===== config.mk =====
export PLATFORM = sky130hd
export DESIGN_NAME = vga_timing_gen
export DESIGN_NICKNAME = d
export VERILOG_FILES = /design/src/rtl/vga_timing_gen.sv
export SDC_FILE = /design/constraint.sdc
export NUM_CORES = 1
export LEC_CHECK = 0
export BUFFER_PORTS_ARGS = -buffer_cell sky130_fd_sc_hd__buf_2
export CORE_ASPECT_RATIO = 1.25
export CORE_MARGIN = 2
export CORE_UTILIZATION = 56
export CTS_BUF_LIST = sky130_fd_sc_hd__clkbuf_8 sky130_fd_sc_hd__clkbuf_16
export CTS_CLUSTER_DIAMETER = 200
export DETAILED_ROUTE_END_ITERATION = 10
export PLACE_DENSITY_LB_ADDON = 0.3
export SYNTH_ARGS = -nofsm -noshare
export SYNTH_HDL_FRONTEND = slang
export SYNTH_SLANG_ARGS = --single-unit
export TNS_END_PERCENT = 50

===== constraint.sdc =====
create_clock -name vga_clk -period 5.9 [get_ports vga_clk]
set_clock_uncertainty 0.05 [all_clocks]
set_input_delay 1.77 -clock vga_clk [delete_from_list [all_inputs] [get_ports vga_clk]]
set_output_delay 1.77 -clock vga_clk [all_outputs]
set_load 0.01 [all_outputs]

===== src/rtl/vga_timing_gen.sv =====
// Raster timing master for 640x480@60 VGA: coordinates, blank, syncs and strobes.
// Optional sync alignment delay line enabled by defining VGA_SYNC_ALIGN_EN.
module vga_timing_gen #(
  parameter int H_VISIBLE   = 640,
  parameter int H_FRONT     = 16,
  parameter int H_SYNC      = 96,
  parameter int H_BACK      = 48,
  parameter int V_VISIBLE   = 480,
  parameter int V_FRONT     = 10,
  parameter int V_SYNC      = 2,
  parameter int V_BACK      = 33,
  parameter int CLK_DIV     = 1,
  parameter int ALIGN_DELAY = 2
) (
  input  logic       vga_clk,
  input  logic       reset,
  output logic [9:0] DrawX,
  output logic [9:0] DrawY,
  output logic       blank,
  output logic       hs,
  output logic       vs,
  output logic       pix_tick,
  output logic       line_start,
  output logic       frame_start,
  output logic [7:0] frame_count
);

  localparam int H_TOTAL = H_VISIBLE + H_FRONT + H_SYNC + H_BACK;
  localparam int V_TOTAL = V_VISIBLE + V_FRONT + V_SYNC + V_BACK;

  localparam logic [9:0]  H_MAX   = 10'(H_TOTAL - 1);
  localparam logic [9:0]  V_MAX   = 10'(V_TOTAL - 1);
  localparam logic [3:0]  DIV_MAX = 4'(CLK_DIV - 1);
  // 11-bit bounds so a 1024-wide total still compares correctly
  localparam logic [10:0] H_VIS   = 11'(H_VISIBLE);
  localparam logic [10:0] V_VIS   = 11'(V_VISIBLE);
  localparam logic [10:0] HS_LO   = 11'(H_VISIBLE + H_FRONT);
  localparam logic [10:0] HS_HI   = 11'(H_VISIBLE + H_FRONT + H_SYNC);
  localparam logic [10:0] VS_LO   = 11'(V_VISIBLE + V_FRONT);
  localparam logic [10:0] VS_HI   = 11'(V_VISIBLE + V_FRONT + V_SYNC);

  logic [3:0] r_div;
  logic [9:0] r_x;
  logic [9:0] r_y;
  logic       r_blank;
  logic       r_hs;
  logic       r_vs;
  logic       r_pix;
  logic       r_line;
  logic       r_frame;
  logic [7:0] r_fcnt;

  logic       w_update;
  logic       w_x_wrap;
  logic [9:0] w_x_next;
  logic [9:0] w_y_next;
  logic       w_blank_next;
  logic       w_hs_next;
  logic       w_vs_next;
  logic       w_line_next;
  logic       w_frame_next;

  always_comb begin
    w_update = (r_div == DIV_MAX);
    w_x_wrap = (r_x == H_MAX);
    if (w_x_wrap) begin
      w_x_next = 10'd0;
      if (r_y == V_MAX) begin
        w_y_next = 10'd0;
      end else begin
        w_y_next = r_y + 10'd1;
      end
    end else begin
      w_x_next = r_x + 10'd1;
      w_y_next = r_y;
    end
    w_blank_next = ({1'b0, w_x_next} < H_VIS) && ({1'b0, w_y_next} < V_VIS);
    w_hs_next    = !(({1'b0, w_x_next} >= HS_LO) && ({1'b0, w_x_next} < HS_HI));
    w_vs_next    = !(({1'b0, w_y_next} >= VS_LO) && ({1'b0, w_y_next} < VS_HI));
    w_line_next  = (w_x_next == 10'd0);
    w_frame_next = (w_x_next == 10'd0) && (w_y_next == 10'd0);
  end

  // Reset parks the raster on the last pixel so the first update lands on (0,0).
  always_ff @(posedge vga_clk or posedge reset) begin
    if (reset) begin
      r_div   <= 4'd0;
      r_x     <= H_MAX;
      r_y     <= V_MAX;
      r_blank <= 1'b0;
      r_hs    <= 1'b1;
      r_vs    <= 1'b1;
      r_pix   <= 1'b0;
      r_line  <= 1'b0;
      r_frame <= 1'b0;
      r_fcnt  <= 8'd0;
    end else if (w_update) begin
      r_div   <= 4'd0;
      r_x     <= w_x_next;
      r_y     <= w_y_next;
      r_blank <= w_blank_next;
      r_hs    <= w_hs_next;
      r_vs    <= w_vs_next;
      r_pix   <= 1'b1;
      r_line  <= w_line_next;
      r_frame <= w_frame_next;
      if (w_frame_next) begin
        r_fcnt <= r_fcnt + 8'd1;
      end
    end else begin
      r_div   <= r_div + 4'd1;
      r_pix   <= 1'b0;
      r_line  <= 1'b0;
      r_frame <= 1'b0;
    end
  end

`ifdef VGA_SYNC_ALIGN_EN
  logic [ALIGN_DELAY-1:0] r_hs_dly;
  logic [ALIGN_DELAY-1:0] r_vs_dly;

  // Shifts every vga_clk to match the renderers' ROM plus RGB register latency.
  always_ff @(posedge vga_clk or posedge reset) begin
    if (reset) begin
      r_hs_dly <= {ALIGN_DELAY{1'b1}};
      r_vs_dly <= {ALIGN_DELAY{1'b1}};
    end else begin
      r_hs_dly[0] <= r_hs;
      r_vs_dly[0] <= r_vs;
      for (int i = 1; i < ALIGN_DELAY; i++) begin
        r_hs_dly[i] <= r_hs_dly[i-1];
        r_vs_dly[i] <= r_vs_dly[i-1];
      end
    end
  end

  assign hs = r_hs_dly[ALIGN_DELAY-1];
  assign vs = r_vs_dly[ALIGN_DELAY-1];
`else
  assign hs = r_hs;
  assign vs = r_vs;
`endif

  assign DrawX       = r_x;
  assign DrawY       = r_y;
  assign blank       = r_blank;
  assign pix_tick    = r_pix;
  assign line_start  = r_line;
  assign frame_start = r_frame;
  assign frame_count = r_fcnt;

endmodule

## After elaboration in Yosys (flattened, before gate mapping)

Index checks and enable logic that the tools add are counted.

- Bits in registers: 38
- Input port bits: 2
- Output and inout port bits: 34
- Word-level logic and storage cells: 39

- Equal/unequal tests: 2
- Reductions and logical operators: 10
- Add/subtract/negate cells: 4
- Order comparisons: 6
- Multiplexer cells: 7

Operators by type and width:

| kind | count |
|---|---|
| 10-bit two-way mux | 3 |
| 10-bit by 1-bit adder with 10-bit output (second input constant) | 2 |
| 10-bit equality test (second input constant) | 2 |
| 10-bit zero test | 2 |
| 10-bit < comparator (second input constant) | 2 |
| 10-bit by 9-bit < comparator with 1-bit output (second input constant) | 2 |
| 10-bit >= comparator (second input constant) | 1 |
| 10-bit by 9-bit >= comparator with 1-bit output (second input constant) | 1 |
| 8-bit by 1-bit adder with 8-bit output (second input constant) | 1 |
| 4-bit by 1-bit adder with 4-bit output (second input constant) | 1 |
| 1-bit logical AND | 4 |
| 4-bit zero test | 1 |
| 4-bit two-way mux | 1 |
| 1-bit two-way mux | 3 |
| 1-bit zero test | 2 |
| 2-bit AND reduction | 1 |

## Longest topological paths before layout

Gate-level depths: netlist of the first run.

- Depth in word-level cells: 6
- Gate-level depth with buffers: 10
- Depth with buffers taken out: 9

## Worst setup path before layout of the first run

Ideal clock, no wire load.

- Path type: register to register
- Start: register r_x[0] (netlist: DrawX[0])
- End: register r_fcnt[1] (netlist: frame_count[1])
- Required time: 5.723 ns
- Stages on the path, launching flop included: 10
- Arrival: 2.699 ns
- Setup slack: 3.023 ns
- Path buffers: 2
- Cells stage by stage: dfstp_2 -> ha_1 -> and4_1 -> buf_2 -> nand3_1 -> clkbuf_1 -> nor4_1 -> o211ai_2 -> nor4b_4 -> mux2_1

- Word-level cells in the longest chain between the ends: 5

RTL lines:

| what | line | RTL |
|---|---|---|
| from (decl) | 43 | `logic [9:0] r_x;` |
| from (signal assigned) | 99 | `r_x <= w_x_next;` |
| 10-bit by 1-bit adder with 10-bit output / 10-bit equality test (equally long branches) | 74, 65 |  |
| 10-bit two-way mux | 66 | `if (w_x_wrap) begin` |
| 10-bit zero test | 81 | `w_frame_next = (w_x_next == 10'd0) && (w_y_next == 10'd0);` |
| 1-bit logical AND (*) | 81 |  |
| 2-bit AND reduction (no line) (*) | n/a |  |
| to (signal assigned) | 108 | `r_fcnt <= r_fcnt + 8'd1;` |
| to (decl) | 51 | `logic [7:0] r_fcnt;` |

Every way passes the cells marked *; elsewhere a longest branch is shown, timed or not.
A chain may end at the register's enable or synchronous reset.

## Worst setup path after layout of the first run

Same ends and word-level chain as after synthesis.

==> results of run 1 <==
-- final cells by class --
cell class	instances	area [µm²]
Fill cell	346	1393
Sequential cell	38	965.9
Multi-Input combinational cell	186	1214
Timing Repair Buffer	36	182.7
Clock inverter	2	60.06
Clock buffer	6	82.58
Inverter	9	33.78
Tap cell	56	70.07
-- flip-flops by register name, summed over array words and instances, names as in the netlist --
signal	flops
DrawX	10
DrawY	10
frame_count	8
r_div	4
blank	1
frame_start	1
hs	1
line_start	1
pix_tick	1
vs	1
-- worst max-delay path, cell delays in order, from the launching register on --
cell	delay [ns]
dfstp_2	0.59
ha_1	0.26
and4_1	0.37
nand3_1	0.36
nor4_1	0.45
o211ai_2	0.14
nor4b_4	0.56
mux2_1	0.37
-- path summary, 6_finish.rpt --
| kind | endpoint | slack (ns) |
|---|---|---|
| worst max register to register | frame_count[1] | 2.63 |
| max in group asynchronous | hs | 3.92 |
| worst min register to register | frame_count[7] | 0.43 |
| min in group asynchronous | frame_count[3] | 1.53 |
| worst max-delay path | frame_count[1] | 2.63 |
| worst min-delay path | frame_count[7] | 0.43 |
-- per-layer routing --
metal / wire [µm] / global-route usage, %
met1: 2237 / 32.61
met2: 2570 / 41.25
met3: 234 / 5.263
met4: 121 / 10.87
met5: 0 / 0
-- power groups by stage --
stage                     clock network [mW]  registers [mW]  logic (mW)
after floorplan                            0           0.265     0.00376
after global routing                   0.293           0.261     0.00668
after global placement                     0           0.265     0.00595
after CTS                              0.281           0.261     0.00614
after detailed placement                   0           0.265     0.00615
final                                  0.279           0.261     0.00566
-- cells in the final DEF (no fill, tap or decap), types with 2 or more instances in the layout --
cell        n
nor2_1     16
or4_1       2
nand3_1    15
a41oi_1     2
o31ai_1     3
nor4_1      8
nand2_1    30
or2_2       2
nor2b_1     3
and3_1      4
dfrtp_1    26
and2_1      4
xnor2_1    18
o22ai_1     2
inv_1       9
a211oi_1    2
o41ai_1     2
nand4_1     9
o21ai_0    10
ha_1        7
bufinv_16   2
a21o_1      2
dfstp_2    12
a21oi_1     5
or3_1       2
a31oi_1     5
xor2_1      5
buf_2      35
clkbuf_8    6
a22oi_1     2
nor3_1      6
-- cell families (layout without fill, tap and decap cells) --
group,count (synthesis),in the layout,synth area share [%]
simple gates,110,110,25.46
fa+ha+maj,7,7,3.808
compound gates,44,44,13.82
buf+inv,26,53,5.223
flops,38,38,42.00
mux,2,2,0.9249
xor+xnor,23,23,8.759
-- stage by stage --
stage / utilization, % / setup slack [ns] / hold WS (ns) / instances / cell area [µm²]
after floorplan: - / 3.023 / 0.3960 / 250 / 2300
after global routing: 65.20 / 2.391 / 0.4475 / 333 / 2609
after detailed placement: 61.63 / 2.699 / 0.4097 / 325 / 2466
after CTS: 65.20 / 2.630 / 0.4269 / 333 / 2609
after global placement: 61.63 / 2.804 / 0.4123 / 325 / 2466
final: 65.20 / 2.630 / 0.4252 / 333 / 2609
==> impl_results.md, run 1 <==
- Worst-case reg-to-reg path depth: 7
- GRT Util Overall: 25.40%
- Fmax: 305.8 MHz
- Unrepaired setup endpoints after global routing: no
- Crit end category: flip-flop
- Pins Over Slew Limit: 0
- Slew of the pin with the lowest slew margin: 0.6404 ns
- Sequential fraction of the synthesis area: 42.00%
- Number of library cell types mapped by synthesis: 52
- Number of failing setup endpoints in the final timing report: 0
- Maximum fanout along the worst path: 11
- Main area contributors after synthesis: dfrtp_1 (28%), dfstp_2 (14%), xnor2_1 (6.9%)
- Comb power frac: 1.0%
- Final weighted congestion of routability-driven global placement: 0.9053
- Floorplan die width: 61.32 µm
- Initial antenna violation count: 0
- Number of nets still failing antenna checks after routing: 0
- Hold Path Cell Cnt: 1
- WL per Instance: 15.50 µm
- Leftover overflow at the end of global routing: 0
- Clock tree root buffer cell: clkbuf_8
- CTS H-tree lvls: 2
- Net count after synthesis: 259
- Most repeated cell in the gate-level netlist after synthesis: nand2_1
- Critical path arrival: 3.41 ns
- Number of global-route vias before repair: 1,875
- Starting utilization of the core area: 57.47%
- DRC viols: 0
- Max-capacitance violation count: 0
- Cell row count: 26
- Maximum number of pins on one net before global-route repair: 39
- Setup crit start kind: flip-flop
- Clk buf depth: 2
- Wire length of the first global-routing pass: 8707 µm
- Flip-flop and latch count after synthesis: 38
- Layout-stage area growth over the synthesis result: 13.44%
- Worst slew margin relative to its limit: 56.91%
- Chip height: 75.65 µm
- Area share of the largest cell type after synthesis: 28.29%
- Clock power share: 51.2%
- HPWL after detailed placement: 3560 µm
- Total power density per cell area: 209.1 nW/µm²
- Setup repair bufs after CTS: 0
- Quantity of hold-fixing buffers added after cts: 0
- Core region area: 4001 µm²
- TritonRoute pass-1 iters: 4
- Total power draw: 545.6 µW
- RR Startpoint: DrawX[0]
- DR vias: 1,955
- Post-Route WL: 5163 µm
- Post-synth EDFFs: 0
- Launching element of the worst setup path: DrawX[0]
- CTS Buf Count: 5
- Sequential group share of total power: 47.8%
- Most used flip-flop cell after synthesis: dfrtp_1
- Asr flop ratio synth: 100.0%
- Switching Fraction: 19.03%
- Start point of the worst min-delay path: frame_count[7]
- Mean cell area of the mapped netlist: 9.199 µm²
- Total of warnings raised by yosys: 0
- Share of the clock period used by the worst path after layout: 55.42%
- Combined area of all synthesized cells: 2300 µm²
- Overall die area: 4638 µm²
- Switching power: 103.9 µW
- Outcome: finished, final reports clean
- Final hold violation count: 0
- Num ports: 36
- Number of sinks driven by the clock tree: 38
- Number of diodes: 0
- Leakage power total: 1.162 nW
- Final Net Count: 285
- Ranking of synthesized cells by instance count: nand2_1 (30), dfrtp_1 (26), xnor2_1 (18), nor2_1 (16), nand3_1 (15)
- Number of cells produced by synthesis: 250
- TritonCTS clock tree: done
- Drt via density: 5.871
- CTS clock-pin slew for the worst setup and hold paths: 0.08 ns
- Peak supply drop: 182.8 µV
- 1st-iter DRT viols: 155
- Post-route minimum period: 3.270 ns
- Setup tns final: 0 ns
- Type of the most critical hold path: flip-flop to flip-flop
- Worst endpoint required time: 6.04 ns
- Layout cell share with drive strength beyond 1: 22.74%
- Number of buffer cells added on primary ports: 35
- Worst-skew pair later-pin latency: 0.30 ns
- Post-CTS sizing: 0
- Worst Path Class, Setup: flip-flop to flip-flop
- Int Power: 441.8 µW
- Cell accounting for the most synthesized area: dfrtp_1
No activity file was read; power rests on OpenSTA's default activity.
==> run 2: changes to the inputs <==
CORE_UTILIZATION = 51   (was 56)
clock period = 2.9 ns   (was 5.9 ns; I/O delays follow)
==> run 2 against run 1 <==
Via count is 2.9% higher; die area is 9.2% higher; sequential power is 100% higher; sequential share of layout area is 1.8 points lower; non-clock buffer count is 18 higher; clock power is 59% higher; critical path type unchanged.
==> impl_results.md, run 2 (synthesis results as in run 1) <==
- Cell row count: 27 (was 26)
- Comb power frac: 1.1% (was 1.0%)
- CTS H-tree lvls: 2 (unchanged)
- Number of buffer cells added on primary ports: 35 (unchanged)
- Num ports: 36 (unchanged)
- Crit-path max cell delay: 0.58 ns (was 0.59 ns)
- Number of buffer and inverter stages on the critical path: 1 (was 0)
- Worst-case reg-to-reg path depth: 8 (was 7)
- Leftover overflow at the end of global routing: 0 (unchanged)
- Final Net Count: 303 (was 285)
- Worst Path Class, Setup: flip-flop to flip-flop (unchanged)
- Clk buf depth: 2 (unchanged)
- 1st-iter DRT viols: 114 (was 155)
- Layout cell share with drive strength beyond 1: 29.15% (was 22.74%)
- CTS Buf Count: 5 (unchanged)
- Worst-skew pair later-pin latency: 0.29 ns (was 0.30 ns)
- Int Power: 785.0 µW (was 441.8 µW)
- Leading cell types in the layout, fill and taps excluded: buf_2 (35), nand2_1 (30), dfrtp_1 (26), buf_4 (19), xnor2_1 (18) (was buf_2 (35), nand2_1 (30), dfrtp_1 (26), xnor2_1 (18), nor2_1 (16))
- Register-to-Register Setup Slack: 0.23 ns (was 2.63 ns)
- Critical path arrival: 2.80 ns (was 3.41 ns)
- Share of the clock period used by the worst path after layout: 92.11% (was 55.42%)
- Number of nets still failing antenna checks after routing: 0 (unchanged)
- Setup tns final: 0 ns (unchanged)
- Post-Route WL: 4951 µm (was 5163 µm)
- Worst path slowest cell: or4_1 (was dfstp_2)
- RR Startpoint: DrawY[5] (was DrawX[0])
- Quantity of hold-fixing buffers added after cts: 0 (unchanged)
- Floorplan die width: 64.06 µm (was 61.32 µm)
- WL per Instance: 14.03 µm (was 15.50 µm)
- Initial antenna violation count: 0 (unchanged)
- Critical register-to-register path endpoint: frame_count[3] (was frame_count[1])
- Maximum fanout along the worst path: 8 (was 11)
- Number of sinks driven by the clock tree: 38 (unchanged)
- HPWL after detailed placement: 3644 µm (was 3560 µm)
- Pins Over Slew Limit: 0 (unchanged)
- Number of failing setup endpoints in the final timing report: 0 (unchanged)
- Total power density per cell area: 359.7 nW/µm² (was 209.1 nW/µm²)
- Hold Worst Slack: 0.4246 ns (was 0.4252 ns)
- Type of the most critical hold path: flip-flop to flip-flop (unchanged)
- Worst Hold Endpoint: frame_count[7] (unchanged)
- Worst endpoint required time: 3.03 ns (was 6.04 ns)
- Wire length of the first global-routing pass: 8480 µm (was 8707 µm)
- CTS clock-pin slew for the worst setup and hold paths: 0.08 ns (about the same)
- Switching power: 200.2 µW (was 103.9 µW)
- Leakage power total: 1.241 nW (was 1.162 nW)
- Fmax: 374.4 MHz (was 305.8 MHz)
- Chip height: 79.08 µm (was 75.65 µm)
- DR vias: 2,011 (was 1,955)
- Starting utilization of the core area: 52.77% (was 57.47%)
- Sequential group share of total power: 53.8% (was 47.8%)
- Core region area: 4358 µm² (was 4001 µm²)
- Final weighted congestion of routability-driven global placement: 0.8380 (was 0.9053)
- Hold Path Cell Cnt: 1 (unchanged)
- Switching Fraction: 20.32% (was 19.03%)
- GRT Util Overall: 21.19% (was 25.40%)
- Peak supply drop: 274.9 µV (was 182.8 µV)
- DRC viols: 0 (unchanged)
- Ordered cell list for the critical path: or4_1 > or4_4 > a31oi_4 > o211ai_2 > nor4b_4 > buf_4 > nand4_1 > xnor2_1 (was ha_1 > and4_1 > nand3_1 > nor4_1 > o211ai_2 > nor4b_4 > mux2_1)
- Crit end category: flip-flop (unchanged)
- Clock tree root buffer cell: clkbuf_8 (unchanged)
- TritonCTS clock tree: done (unchanged)
- Max-capacitance violation count: 0 (unchanged)
- Number of global-route vias before repair: 1,831 (was 1,875)
- Cell type group with the largest total delay on the critical path: simple AND/OR/NAND/NOR gates (unchanged)
- Overall die area: 5066 µm² (was 4638 µm²)
- Slew of the pin with the lowest slew margin: 0.4812 ns (was 0.6404 ns)
- TritonRoute pass-1 iters: 4 (unchanged)
- Layout-stage area growth over the synthesis result: 19.10% (was 13.44%)
- Final hold violation count: 0 (unchanged)
- Worst slew margin relative to its limit: 67.80% (was 56.91%)
- Drt via density: 5.697 (was 5.871)
- Post-route minimum period: 2.671 ns (was 3.270 ns)
- Number of diodes: 0 (unchanged)
- Final core area utilization: 62.85% (was 65.20%)
- Outcome: finished, final reports clean (unchanged)
- Maximum number of pins on one net before global-route repair: 39 (unchanged)
- Setup crit start kind: flip-flop (unchanged)
- Start point of the worst min-delay path: frame_count[7] (unchanged)
- Unrepaired setup endpoints after global routing: no (unchanged)
- Setup repair bufs after CTS: 0 (unchanged)
- Clock power share: 45.0% (was 51.2%)
- Most frequent standard cell in the layout excluding fill and tap cells: buf_2 (unchanged)
## run 2: worst max-delay path by stage
stage / cells after the start / end / startpoint / slack [ns]
2_1_floorplan: 9 / frame_count[1] / DrawX[0] / 0.02
3_3_place_gp: 9 / frame_count[3] / DrawX[0] / 0.16
3_5_place_dp: 9 / frame_count[3] / DrawX[0] / 0.14
4_1_cts: 9 / frame_count[3] / DrawX[0] / 0.12
5_1_grt: 10 / frame_count[3] / DrawX[0] / 0.005
6_report: 8 / frame_count[3] / DrawY[5] / 0.23
## run 2: timing repair
item / CTS / global route
endpoints found under the hold margin: 0 / 0
gates resized for setup: 0 / 5
endpoints found under the setup margin: 0 / 6
## run 2: cell type report
class | instances | area (µm²)
multi-input cells | 186 | 1240
fillers | 398 | 1619
well taps | 58 | 72.57
repair buffers | 54 | 317.8
clock buffers | 5 | 68.82
flip-flops and latches | 38 | 965.9
clock inverters | 3 | 40.04
inverters | 9 | 33.78
## run 2: layer usage
layer	global-route usage [%]	vias to the layer above	share of wire [%]
li1	-	985	-
met1	26.81	962	44
met2	36.04	58	50
met3	3.541	6	4.5
met4	8.043	0	1.6
met5	0	-	0
## run 2: through the flow
stage	worst slack (ns)	instances	area [µm²]	total power, mW
after floorplan	0.02329	250	2300	0.5477
after global placement	0.1639	345	2604	0.5524
after detailed placement	0.1369	345	2604	0.5525
after CTS	0.1173	353	2713	0.9928
after global routing	0.005322	353	2739	1.021
final	0.2289	353	2739	0.9852
## run 2: power by group through the flow
| stage | Clock (mW) | Combinational, mW | Sequential [mW] |
|---|---|---|---|
| after floorplan | 0 | 0.00765 | 0.540 |
| after global placement | 0 | 0.0123 | 0.540 |
| after detailed placement | 0 | 0.0124 | 0.540 |
| after CTS | 0.450 | 0.0124 | 0.530 |
| after global routing | 0.476 | 0.0142 | 0.530 |
| final | 0.444 | 0.0112 | 0.530 |
## run 2: worst reg2reg max path: stages (launching register included)
cell      delay [ns]
dfrtp_1         0.38
or4_1           0.58
or4_4           0.47
a31oi_4         0.18
o211ai_2        0.13
nor4b_4         0.32
buf_4           0.20
nand4_1         0.12
xnor2_1         0.14
==> run 3: changes to the inputs <==
CORE_ASPECT_RATIO = not set   (was 1.25)
CORE_MARGIN = 4   (was 2)
==> run 3 against run 2 <==
Sequential power is essentially flat; utilization is essentially flat; total power shrank 0.77%; largest power group unchanged.
==> impl_results.md, run 3 (synthesis results as in run 1) <==
- Number of buffer and inverter stages on the critical path: 1 (unchanged)
- Final worst slack: 0.1868 ns (was 0.2289 ns)
- Worst slew margin relative to its limit: 65.69% (was 67.80%)
- Hold Path Cell Cnt: 1 (unchanged)
- Wire length of the first global-routing pass: 8673 µm (was 8480 µm)
- Start point of the worst min-delay path: frame_count[7] (unchanged)
- CTS clock-pin slew for the worst setup and hold paths: 0.07 ns (was 0.08 ns)
- DRC viols: 0 (unchanged)
- Number of nets still failing antenna checks after routing: 0 (unchanged)
- Final hold violation count: 0 (unchanged)
- Pins Over Slew Limit: 0 (unchanged)
- TritonRoute pass-1 iters: 4 (unchanged)
- Overall die area: 5648 µm² (was 5066 µm²)
- Layout cell share with drive strength beyond 1: 29.05% (was 29.15%)
- Initial antenna violation count: 0 (unchanged)
- Register-to-Register Setup Slack: 0.19 ns (was 0.23 ns)
- RR Startpoint: DrawX[0] (was DrawY[5])
- Outcome: finished, final reports clean (unchanged)
- Total power density per cell area: 357.1 nW/µm² (was 359.7 nW/µm²)
- Worst-skew pair later-pin latency: 0.29 ns (about the same)
- Worst path slowest cell: dfstp_2 (was or4_1)
- CTS Buf Count: 5 (unchanged)
- Fillers: 359 (was 398)
- Unrepaired setup endpoints after global routing: no (unchanged)
- Comb power frac: 1.2% (was 1.1%)
- Worst Hold Endpoint: frame_count[7] (unchanged)
- Maximum number of pins on one net before global-route repair: 39 (unchanged)
- Layout-stage area growth over the synthesis result: 19.04% (was 19.10%)
- Setup tns final: 0 ns (unchanged)
- Clock tree root buffer cell: clkbuf_8 (unchanged)
- Worst-case reg-to-reg path depth: 9 (was 8)
- Ordered cell list for the critical path: ha_1 > and4_1 > nand3_1 > nor4_2 > o211ai_2 > nor4b_4 > buf_4 > nand4_1 > xnor2_1 (was or4_1 > or4_4 > a31oi_4 > o211ai_2 > nor4b_4 > buf_4 > nand4_1 > xnor2_1)
- Num ports: 36 (unchanged)
- Number of diodes: 0 (unchanged)
- CTS H-tree lvls: 2 (unchanged)
- Setup repair bufs after CTS: 0 (unchanged)
- Number of sinks driven by the clock tree: 38 (unchanged)
- Final Cell Area: 2738 µm² (was 2739 µm²)
- Maximum fanout along the worst path: 8 (unchanged)
- HPWL after detailed placement: 3811 µm (was 3644 µm)
- Post-route minimum period: 2.713 ns (was 2.671 ns)
- Final weighted congestion of routability-driven global placement: 0.8571 (was 0.8380)
- 1st-iter DRT viols: 157 (was 114)
- Number of global-route vias before repair: 1,919 (was 1,831)
- DR vias: 2,016 (was 2,011)
- Starting utilization of the core area: 52.82% (was 52.77%)
- Leftover overflow at the end of global routing: 0 (unchanged)
- Cell row count: 24 (was 27)
- Crit-path max cell delay: 0.59 ns (was 0.58 ns)
- Crit end category: flip-flop (unchanged)
- Drt via density: 5.793 (was 5.697)
- Minimum setup slack after placement: 0.1583 ns (was 0.1369 ns)
- Max-capacitance violation count: 0 (unchanged)
- Core region area: 4354 µm² (was 4358 µm²)
- Critical path arrival: 2.84 ns (was 2.80 ns)
- GRT Util Overall: 20.28% (was 21.19%)
- Int Power: 785.0 µW (about the same)
- Type of the most critical hold path: flip-flop to flip-flop (unchanged)
- Slew of the pin with the lowest slew margin: 0.5100 ns (was 0.4812 ns)
- TritonCTS clock tree: done (unchanged)
- Number of buffer cells added on primary ports: 35 (unchanged)
- Critical register-to-register path endpoint: frame_count[3] (unchanged)
- Number of failing setup endpoints in the final timing report: 0 (unchanged)
- Chip height: 75.15 µm (was 79.08 µm)
- Switching Fraction: 19.70% (was 20.32%)
- Floorplan die width: 75.15 µm (was 64.06 µm)
- Worst Path Class, Setup: flip-flop to flip-flop (unchanged)
- Fmax: 368.6 MHz (was 374.4 MHz)
- Switching power: 192.6 µW (was 200.2 µW)
- Quantity of hold-fixing buffers added after cts: 0 (unchanged)
- Peak supply drop: 219.0 µV (was 274.9 µV)
- Clk buf depth: 2 (unchanged)
- Total cell area at the placement stage: 2604 µm² (unchanged)
- Most frequent standard cell in the layout excluding fill and tap cells: buf_2 (unchanged)
- Setup crit start kind: flip-flop (unchanged)
- Worst endpoint required time: 3.03 ns (about the same)
- WL per Instance: 14.94 µm (was 14.03 µm)
- Final Net Count: 304 (was 303)
- Sequential group share of total power: 54.3% (was 53.8%)
- Cell type group with the largest total delay on the critical path: simple AND/OR/NAND/NOR gates (unchanged)
- Clock power share: 44.6% (was 45.0%)
- Leakage power total: 1.248 nW (was 1.241 nW)
- Post-Route WL: 5199 µm (was 4951 µm)
- Share of the clock period used by the worst path after layout: 93.56% (was 92.11%)
- Leading cell types in the layout, fill and taps excluded: buf_2 (35), nand2_1 (30), dfrtp_1 (26), buf_4 (20), xnor2_1 (18) (was buf_2 (35), nand2_1 (30), dfrtp_1 (26), buf_4 (19), xnor2_1 (18))
run 3: what timing repair did:
item | in CTS | in global routing
hold endpoints to repair | 0 | 0
setup endpoints to repair | 0 | 5
gates resized for setup | 0 | 4
run 3: power by group through the flow:
stage	registers, mW	clock network [mW]	logic [mW]
5_1_grt	0.530	0.474	0.0142
3_3_place_gp	0.540	0	0.0121
6_report	0.531	0.436	0.0114
2_1_floorplan	0.540	0	0.00765
4_1_cts	0.530	0.456	0.0125
3_5_place_dp	0.540	0	0.0126
run 3: layout make-up:
cell class	count	area [µm²]	share of cell area (%)
inverters	9	33.78	1.234
flip-flops and latches	38	965.9	35.28
clock buffers	5	68.82	2.514
well taps	52	65.06	2.377
repair buffers	55	325.3	11.88
clock inverters	3	40.04	1.463
multi-input cells	186	1239	45.25
run 3: metrics by stage:
step	instances	total power, mW	util (%)	hold WS (ns)
global route	348	1.018	62.87	0.4456
CTS	348	0.9987	62.30	0.4325
global placement	340	0.5522	59.80	0.4074
floorplan	250	0.5477	-	0.3960
detailed placement	340	0.5527	59.80	0.4195
finish	348	0.9775	62.87	0.4230
run 3: per-layer routing:
layer	vias to the layer above	wire (µm)	track usage [%]
li1	992	-	-
met1	959	2394	28.27
met2	60	2432	31.62
met3	5	322	4.539
met4	0	49	6.019
met5	-	0	0
run 3: worst max path at each step:
stage	startpoint	endpoint	slack, ns	cells past startpoint
after floorplan	DrawX[0]	frame_count[1]	0.02	9
after global placement	DrawX[0]	frame_count[3]	0.19	9
after detailed placement	DrawX[0]	frame_count[3]	0.16	9
after CTS	DrawX[0]	frame_count[3]	0.14	9
after global routing	DrawX[0]	frame_count[5]	0.02	9
final	DrawX[0]	frame_count[3]	0.19	9
run 3: worst register-to-register path: stages, from the launching register on:
cell and delay, ns:
dfstp_2 0.59, ha_1 0.21, and4_1 0.25, nand3_1 0.25, nor4_2 0.36, o211ai_2 0.13
nor4b_4 0.31, buf_4 0.20, nand4_1 0.12, xnor2_1 0.14
